<file path="config.mk">
export PLATFORM = sky130hd
export DESIGN_NAME = operand_fetch
export DESIGN_NICKNAME = d
export VERILOG_FILES = /design/src/rtl/operand_fetch_pkg.sv /design/src/rtl/operand_fetch_fwd_mux.sv /design/src/rtl/operand_fetch.sv
export SDC_FILE = /design/constraint.sdc
export NUM_CORES = 1
export LEC_CHECK = 0
export CORE_AREA = 2 2 84 102
export CTS_BUF_LIST = sky130_fd_sc_hd__clkbuf_16
export CTS_CLUSTER_SIZE = 30
export DETAILED_ROUTE_END_ITERATION = 10
export DIE_AREA = 0 0 86 104
export PLACE_DENSITY = 0.87
export REMOVE_ABC_BUFFERS = 1
export SLEW_MARGIN = 20
export SYNTH_ARGS = -nofsm -noshare
export SYNTH_HDL_FRONTEND = slang
export SYNTH_HIERARCHICAL = 1
export SYNTH_SLANG_ARGS = --single-unit
export TNS_END_PERCENT = 100
</file>
<file path="constraint.sdc">
create_clock -name clk -period 6.1 [get_ports clk]
set_input_delay 1.83 -clock clk [delete_from_list [all_inputs] [get_ports clk]]
set_output_delay 1.83 -clock clk [all_outputs]
set_load 0.05 [all_outputs]
</file>
<file path="src/rtl/operand_fetch_pkg.sv">
// Shared constants for the operand fetch stage: widths, partial-write encodings, R0 id.
package operand_fetch_pkg;

    localparam int unsigned DW = 16;
    localparam int unsigned AW = 4;

    // Partial-write type carried with each instruction
    localparam logic [1:0] HALF_FULL = 2'b00;
    localparam logic [1:0] HALF_LLB  = 2'b01;
    localparam logic [1:0] HALF_LHB  = 2'b10;

    localparam logic [AW-1:0] REG_ZERO = '0;

    // Fold the illegal 2'b11 encoding onto a full write
    function automatic logic [1:0] half_normalize(input logic [1:0] half);
        return (half == 2'b11) ? HALF_FULL : half;
    endfunction

endpackage

</file>
<file path="src/rtl/operand_fetch_fwd_mux.sv">
// Per-operand bypass select: R0 forces zero, then EX (youngest), then MEM, then regfile.
module operand_fetch_fwd_mux #(
    parameter int unsigned DW = 16,
    parameter int unsigned AW = 4
) (
    input  logic [AW-1:0] src_i,
    input  logic          ex_fwd_en_i,
    input  logic [AW-1:0] ex_dst_i,
    input  logic          mem_fwd_en_i,
    input  logic [AW-1:0] mem_dst_i,
    input  logic [DW-1:0] ex_data_i,
    input  logic [DW-1:0] mem_data_i,
    input  logic [DW-1:0] rf_data_i,
    output logic [DW-1:0] operand_o
);

    import operand_fetch_pkg::*;

    logic ex_hit;
    logic mem_hit;

    assign ex_hit  = ex_fwd_en_i  && (ex_dst_i  == src_i);
    assign mem_hit = mem_fwd_en_i && (mem_dst_i == src_i);

    // Priority select; R0 check first so writes to R0 never leak through a bypass
    always_comb begin
        operand_o = rf_data_i;
        if (src_i == REG_ZERO) begin
            operand_o = '0;
        end else if (ex_hit) begin
            operand_o = ex_data_i;
        end else if (mem_hit) begin
            operand_o = mem_data_i;
        end
    end

endmodule

</file>
<file path="src/rtl/operand_fetch.sv">
// Operand fetch: regfile read addressing, EX/MEM forwarding, load-use stall and the ID/EX register.
module operand_fetch #(
    parameter int unsigned DW = operand_fetch_pkg::DW,
    parameter int unsigned AW = operand_fetch_pkg::AW
) (
    input  logic          clk,
    input  logic          rst_n,
    input  logic          id_valid,
    output logic          id_ready,
    input  logic [AW-1:0] id_src1,
    input  logic [AW-1:0] id_src2,
    input  logic [AW-1:0] id_dst,
    input  logic          id_we,
    input  logic          id_load,
    input  logic [1:0]    id_half,
    input  logic          flush,
    output logic [AW-1:0] rf_src1,
    output logic [AW-1:0] rf_src2,
    input  logic [DW-1:0] rf_data1,
    input  logic [DW-1:0] rf_data2,
    input  logic [DW-1:0] ex_result,
    input  logic [DW-1:0] mem_result,
    output logic          ex_valid,
    output logic [DW-1:0] ex_op1,
    output logic [DW-1:0] ex_op2,
    output logic [AW-1:0] ex_dst,
    output logic          ex_we,
    output logic          ex_load,
    output logic [1:0]    ex_half
);

    import operand_fetch_pkg::*;

    // ID/EX pipeline register
    logic          ex_valid_q, ex_valid_d;
    logic [DW-1:0] ex_op1_q,   ex_op1_d;
    logic [DW-1:0] ex_op2_q,   ex_op2_d;
    logic [AW-1:0] ex_dst_q,   ex_dst_d;
    logic          ex_we_q,    ex_we_d;
    logic          ex_load_q,  ex_load_d;
    logic [1:0]    ex_half_q,  ex_half_d;

    // Shadow of the instruction now in MEM, only the tags needed for forwarding
    logic          mem_valid_q, mem_valid_d;
    logic [AW-1:0] mem_dst_q,   mem_dst_d;
    logic          mem_we_q,    mem_we_d;

    logic [1:0]    half_eff;
    logic          is_partial;
    logic          ex_fwd_en;
    logic          mem_fwd_en;
    logic          load_pending;
    logic          hit_src1;
    logic          hit_src2;
    logic          hazard;
    logic [DW-1:0] fwd_op1;
    logic [DW-1:0] fwd_op2;

    // Partial writes read the old destination value through port 1
    always_comb begin
        half_eff   = half_normalize(id_half);
        is_partial = (half_eff != HALF_FULL);
        rf_src1    = is_partial ? id_dst : id_src1;
        rf_src2    = id_src2;
    end

    // A load in EX has no result yet, so it is excluded from EX forwarding
    assign ex_fwd_en  = ex_valid_q && ex_we_q && !ex_load_q;
    assign mem_fwd_en = mem_valid_q && mem_we_q;

    // Load-use detection; operand 2 is unused by LLB/LHB so it cannot cause a stall
    always_comb begin
        load_pending = ex_valid_q && ex_load_q && ex_we_q && (ex_dst_q != REG_ZERO);
        hit_src1     = (ex_dst_q == rf_src1);
        hit_src2     = !is_partial && (ex_dst_q == rf_src2);
        hazard       = id_valid && load_pending && (hit_src1 || hit_src2);
        id_ready     = !hazard || flush;
    end

    operand_fetch_fwd_mux #(
        .DW(DW),
        .AW(AW)
    ) u_fwd_mux1 (
        .src_i       (rf_src1),
        .ex_fwd_en_i (ex_fwd_en),
        .ex_dst_i    (ex_dst_q),
        .mem_fwd_en_i(mem_fwd_en),
        .mem_dst_i   (mem_dst_q),
        .ex_data_i   (ex_result),
        .mem_data_i  (mem_result),
        .rf_data_i   (rf_data1),
        .operand_o   (fwd_op1)
    );

    operand_fetch_fwd_mux #(
        .DW(DW),
        .AW(AW)
    ) u_fwd_mux2 (
        .src_i       (rf_src2),
        .ex_fwd_en_i (ex_fwd_en),
        .ex_dst_i    (ex_dst_q),
        .mem_fwd_en_i(mem_fwd_en),
        .mem_dst_i   (mem_dst_q),
        .ex_data_i   (ex_result),
        .mem_data_i  (mem_result),
        .rf_data_i   (rf_data2),
        .operand_o   (fwd_op2)
    );

    // Next-state for ID/EX and the MEM shadow; flush beats bubble beats capture
    always_comb begin
        ex_valid_d  = ex_valid_q;
        ex_op1_d    = ex_op1_q;
        ex_op2_d    = ex_op2_q;
        ex_dst_d    = ex_dst_q;
        ex_we_d     = ex_we_q;
        ex_load_d   = ex_load_q;
        ex_half_d   = ex_half_q;

        // Downstream never stalls, so EX always advances into MEM
        mem_valid_d = ex_valid_q;
        mem_dst_d   = ex_dst_q;
        mem_we_d    = ex_we_q;

        if (flush) begin
            ex_valid_d = 1'b0;
            ex_we_d    = 1'b0;
        end else if (hazard) begin
            ex_valid_d = 1'b0;
            ex_we_d    = 1'b0;
            ex_load_d  = 1'b0;
        end else if (id_valid) begin
            ex_valid_d = 1'b1;
            ex_op1_d   = fwd_op1;
            ex_op2_d   = fwd_op2;
            ex_dst_d   = id_dst;
            ex_we_d    = id_we;
            ex_load_d  = id_load;
            ex_half_d  = half_eff;
        end else begin
            ex_valid_d = 1'b0;
            ex_we_d    = 1'b0;
        end
    end

    // State update with synchronous active-low reset taking priority
    always_ff @(posedge clk) begin
        if (!rst_n) begin
            ex_valid_q  <= 1'b0;
            ex_op1_q    <= '0;
            ex_op2_q    <= '0;
            ex_dst_q    <= '0;
            ex_we_q     <= 1'b0;
            ex_load_q   <= 1'b0;
            ex_half_q   <= HALF_FULL;
            mem_valid_q <= 1'b0;
            mem_dst_q   <= '0;
            mem_we_q    <= 1'b0;
        end else begin
            ex_valid_q  <= ex_valid_d;
            ex_op1_q    <= ex_op1_d;
            ex_op2_q    <= ex_op2_d;
            ex_dst_q    <= ex_dst_d;
            ex_we_q     <= ex_we_d;
            ex_load_q   <= ex_load_d;
            ex_half_q   <= ex_half_d;
            mem_valid_q <= mem_valid_d;
            mem_dst_q   <= mem_dst_d;
            mem_we_q    <= mem_we_d;
        end
    end

    assign ex_valid = ex_valid_q;
    assign ex_op1   = ex_op1_q;
    assign ex_op2   = ex_op2_q;
    assign ex_dst   = ex_dst_q;
    assign ex_we    = ex_we_q;
    assign ex_load  = ex_load_q;
    assign ex_half  = ex_half_q;

endmodule
</file>
==> metrics <==
Yosys top cell by area=dfxtp_1; Total Neg Setup Slack=0 ps; worst-path maximum fanout=4; Post-synth EDFFs=0; initial antenna violation count=0; VDD IR-drop max=128 uV; Clk Latency, worst-skew pair=280 ps; sequential share of the synthesized area=0.268; drt pass-1 iters=5; min setup slack post-route=398 ps; share of cells above drive strength 1=0.153; commonest non-fill, non-tap cell in the layout=clkdlybuf4s50_1; Synth warnings=6; RSZ-0062 raised after global routing=no; full die area=8940 sq um; Synth cell types=35; site row count=36; CP peak stage delay=350 ps; Critical Path Slowest Stage Cell=mux2_2; Slew Viols, Final=0; CTS max path bufs=2; P&R area growth vs syn=46.0%; H-tree depth=2; DRC violations left=0; vias per cell=6.21; Pwr per Cell Area=200 nW/um^2; CP endpoint kind=output port; FMAX=175 MHz; Startpoint Class=input port; dpl hpwl=8030 um; vias in the first global route=4024; post-layout minimum cycle time=5700 ps; fillcell total=643; # diodes=0; clk_skew=2.46 ps; Post-DP Area=4800 sq um; antenna viol nets, final=0; fin area=5130 sq um; Crit Path Class=input port to output port; Comb pwr share=0.409; Avg Inst Size Synth=8.50 sq um; total power=1.03 mW; sequential power share=0.339; core area=7970 sq um; PortBufs=133; Clk pwr share=0.252; first-pass GRT wire length=19100 um; Tot GR Track Use=0.264; Starting Density=0.440; Place WS=-40.8 ps; internal power=0.652 mW; clock root cell=clkbuf_16; area fraction of the dominant cell type after synthesis=0.268; crit-path cells=dlymetal6s2s_1 -> inv_1 -> ha_4 -> buf_4 -> mux2_2 -> xor2_1 -> nor4_4 -> nor2_1 -> buf_4 -> or3_1 -> buf_6; # IOs=134; Fin Hold WS=454 ps; post-DR wirelength/cell=18.9 um; Arr. time, crit path=3870 ps; type of the worst min-delay path=register to register; largest net degree at the start of global routing=82; Req. time, crit path=4270 ps; Syn Inst Count=413; synth top area cells=dfxtp_1 (27%), mux2i_1 (11%), o31ai_1 (9.4%); CTS tree=built; Crit path top cell by count=buf_4; Net Sw Frac=0.364; flops & latches, synth=47; most frequent cells in the layout=clkdlybuf4s50_1 (128), nand2_1 (82), dfxtp_1 (47), o31ai_1 (44), mux2i_1 (38); Fin. Hold Viols=0; Die W=86 um; worst slew pin tran=1160 ps; Die Ht=104 um; Mapped Area=3510 sq um; dominant synthesized flop cell=dfxtp_1; Vias=3966; TritonCTS buffer count=5; DRT Wirelength=12100 um; Switch Pwr=0.373 mW; clk sinks=47; status=completed; max-cap violation count=0; DRT iter0 DRCs=369; Final nets=631; grt ovf=0; RePlAce Congestion=0.869; relative slew slack=0.227; Setup-failing EPs final=0; clock slew seen by the registers of the worst setup and hold paths=60 ps; Async SR Flop Fraction=0; Leak=1.91 nW; ratio of final minimum period to clock period=0.935
-- synth_stat cells, types with 5 or more instances --
library cell	number
xor2_1	6
mux2i_1	38
buf_6	8
mux2_2	5
o31ai_1	44
xnor2_1	11
nand4_1	32
dfxtp_1	47
clkbuf_1	15
nand2_1	82
inv_1	9
a31oi_1	32
buf_2	14
o31ai_2	20
-- final cells by class --
cell class / count / area [sq um] / area share
Sequential cell: 47 / 941 / 0.184
Clock inverter: 1 / 3.75 / 0.000732
Inverter: 9 / 33.8 / 0.00659
Clock buffer: 5 / 125 / 0.0244
Timing Repair Buffer: 168 / 1590 / 0.311
Tap cell: 95 / 119 / 0.0232
Multi-Input combinational cell: 314 / 2310 / 0.451
-- state kept, by name, summed over array words and instances, names as in the netlist --
name	flops
ex_op1	16
mem_dst_q	4
ex_load	1
mem_valid_q	1
ex_half	2
ex_valid	1
mem_we_q	1
ex_we	1
ex_dst	4
ex_op2	16
-- per-stage QoR --
| stage | util | instances |
|---|---|---|
| finish | 0.643 | 639 |
| detailed placement | 0.602 | 612 |
| global route | 0.643 | 639 |
| CTS | 0.639 | 638 |
| floorplan | - | 370 |
| global placement | 0.602 | 612 |
-- routing by layer --
layer	track usage	up-vias	share of wire
met1	0.298	1804	0.36
met2	0.460	307	0.50
li1	-	1799	-
met5	0	-	0
met4	0.135	0	0.033
met3	0.0548	56	0.11
-- worst max-delay path, delay by kind of cell --
family | cells | cell delay [ps]
multiplexers | 1 | 350
XOR/XNOR | 1 | 170
buffers and inverters | 5 | 620
AND/OR/NAND/NOR | 3 | 610
adder cells (fa/ha/maj) | 1 | 300
-- what timing repair did --
| action | CTS | global route |
|---|---|---|
| resized for setup | 2 | 5 |
| pin swaps | 3 | 3 |
| setup endpoints to repair | 1 | 2 |
| setup buffers | 20 | 1 |
| gates cloned | 0 | 0 |
| hold buffers | 0 | 0 |
-- path summary, 6_finish.rpt --
| check | from | endpoint | slack, ps | depth (start not counted) |
|---|---|---|---|---|
| worst min register to register | ex_op2[4]$_SDFFE_PN0P_ | ex_op2[4]$_SDFFE_PN0P_ | 450 | 2 |
| worst max-delay path | id_half[0] | id_ready | 400 | 11 |
| worst min-delay path | ex_op2[4]$_SDFFE_PN0P_ | ex_op2[4]$_SDFFE_PN0P_ | 450 | 2 |
| worst max register to register | ex_dst[1]$_SDFFE_PN0P_ | ex_load$_SDFFE_PN0P_ | 2110 | 23 |
-- power by group through the flow --
| stage | combinational (mW) | clock [mW] | sequential (mW) |
|---|---|---|---|
| 2_1_floorplan | 0.144 | 0 | 0.424 |
| 3_3_place_gp | 0.377 | 0 | 0.354 |
| 3_5_place_dp | 0.384 | 0 | 0.355 |
| 4_1_cts | 0.408 | 0.263 | 0.348 |
| 5_1_grt | 0.440 | 0.272 | 0.351 |
| 6_report | 0.419 | 0.258 | 0.348 |
-- cells by family after synthesis --
group,Yosys count,share of synthesized area
and+or+nand+nor,147,0.214
AOI/OAI and AO/OA,102,0.248
buffers and inverters,52,0.0820
DFF,47,0.268
muxes,43,0.124
xor gates and xnor gates,20,0.0563
adders and majority gates,2,0.00713
No activity file was read; power rests on OpenSTA's default activity.
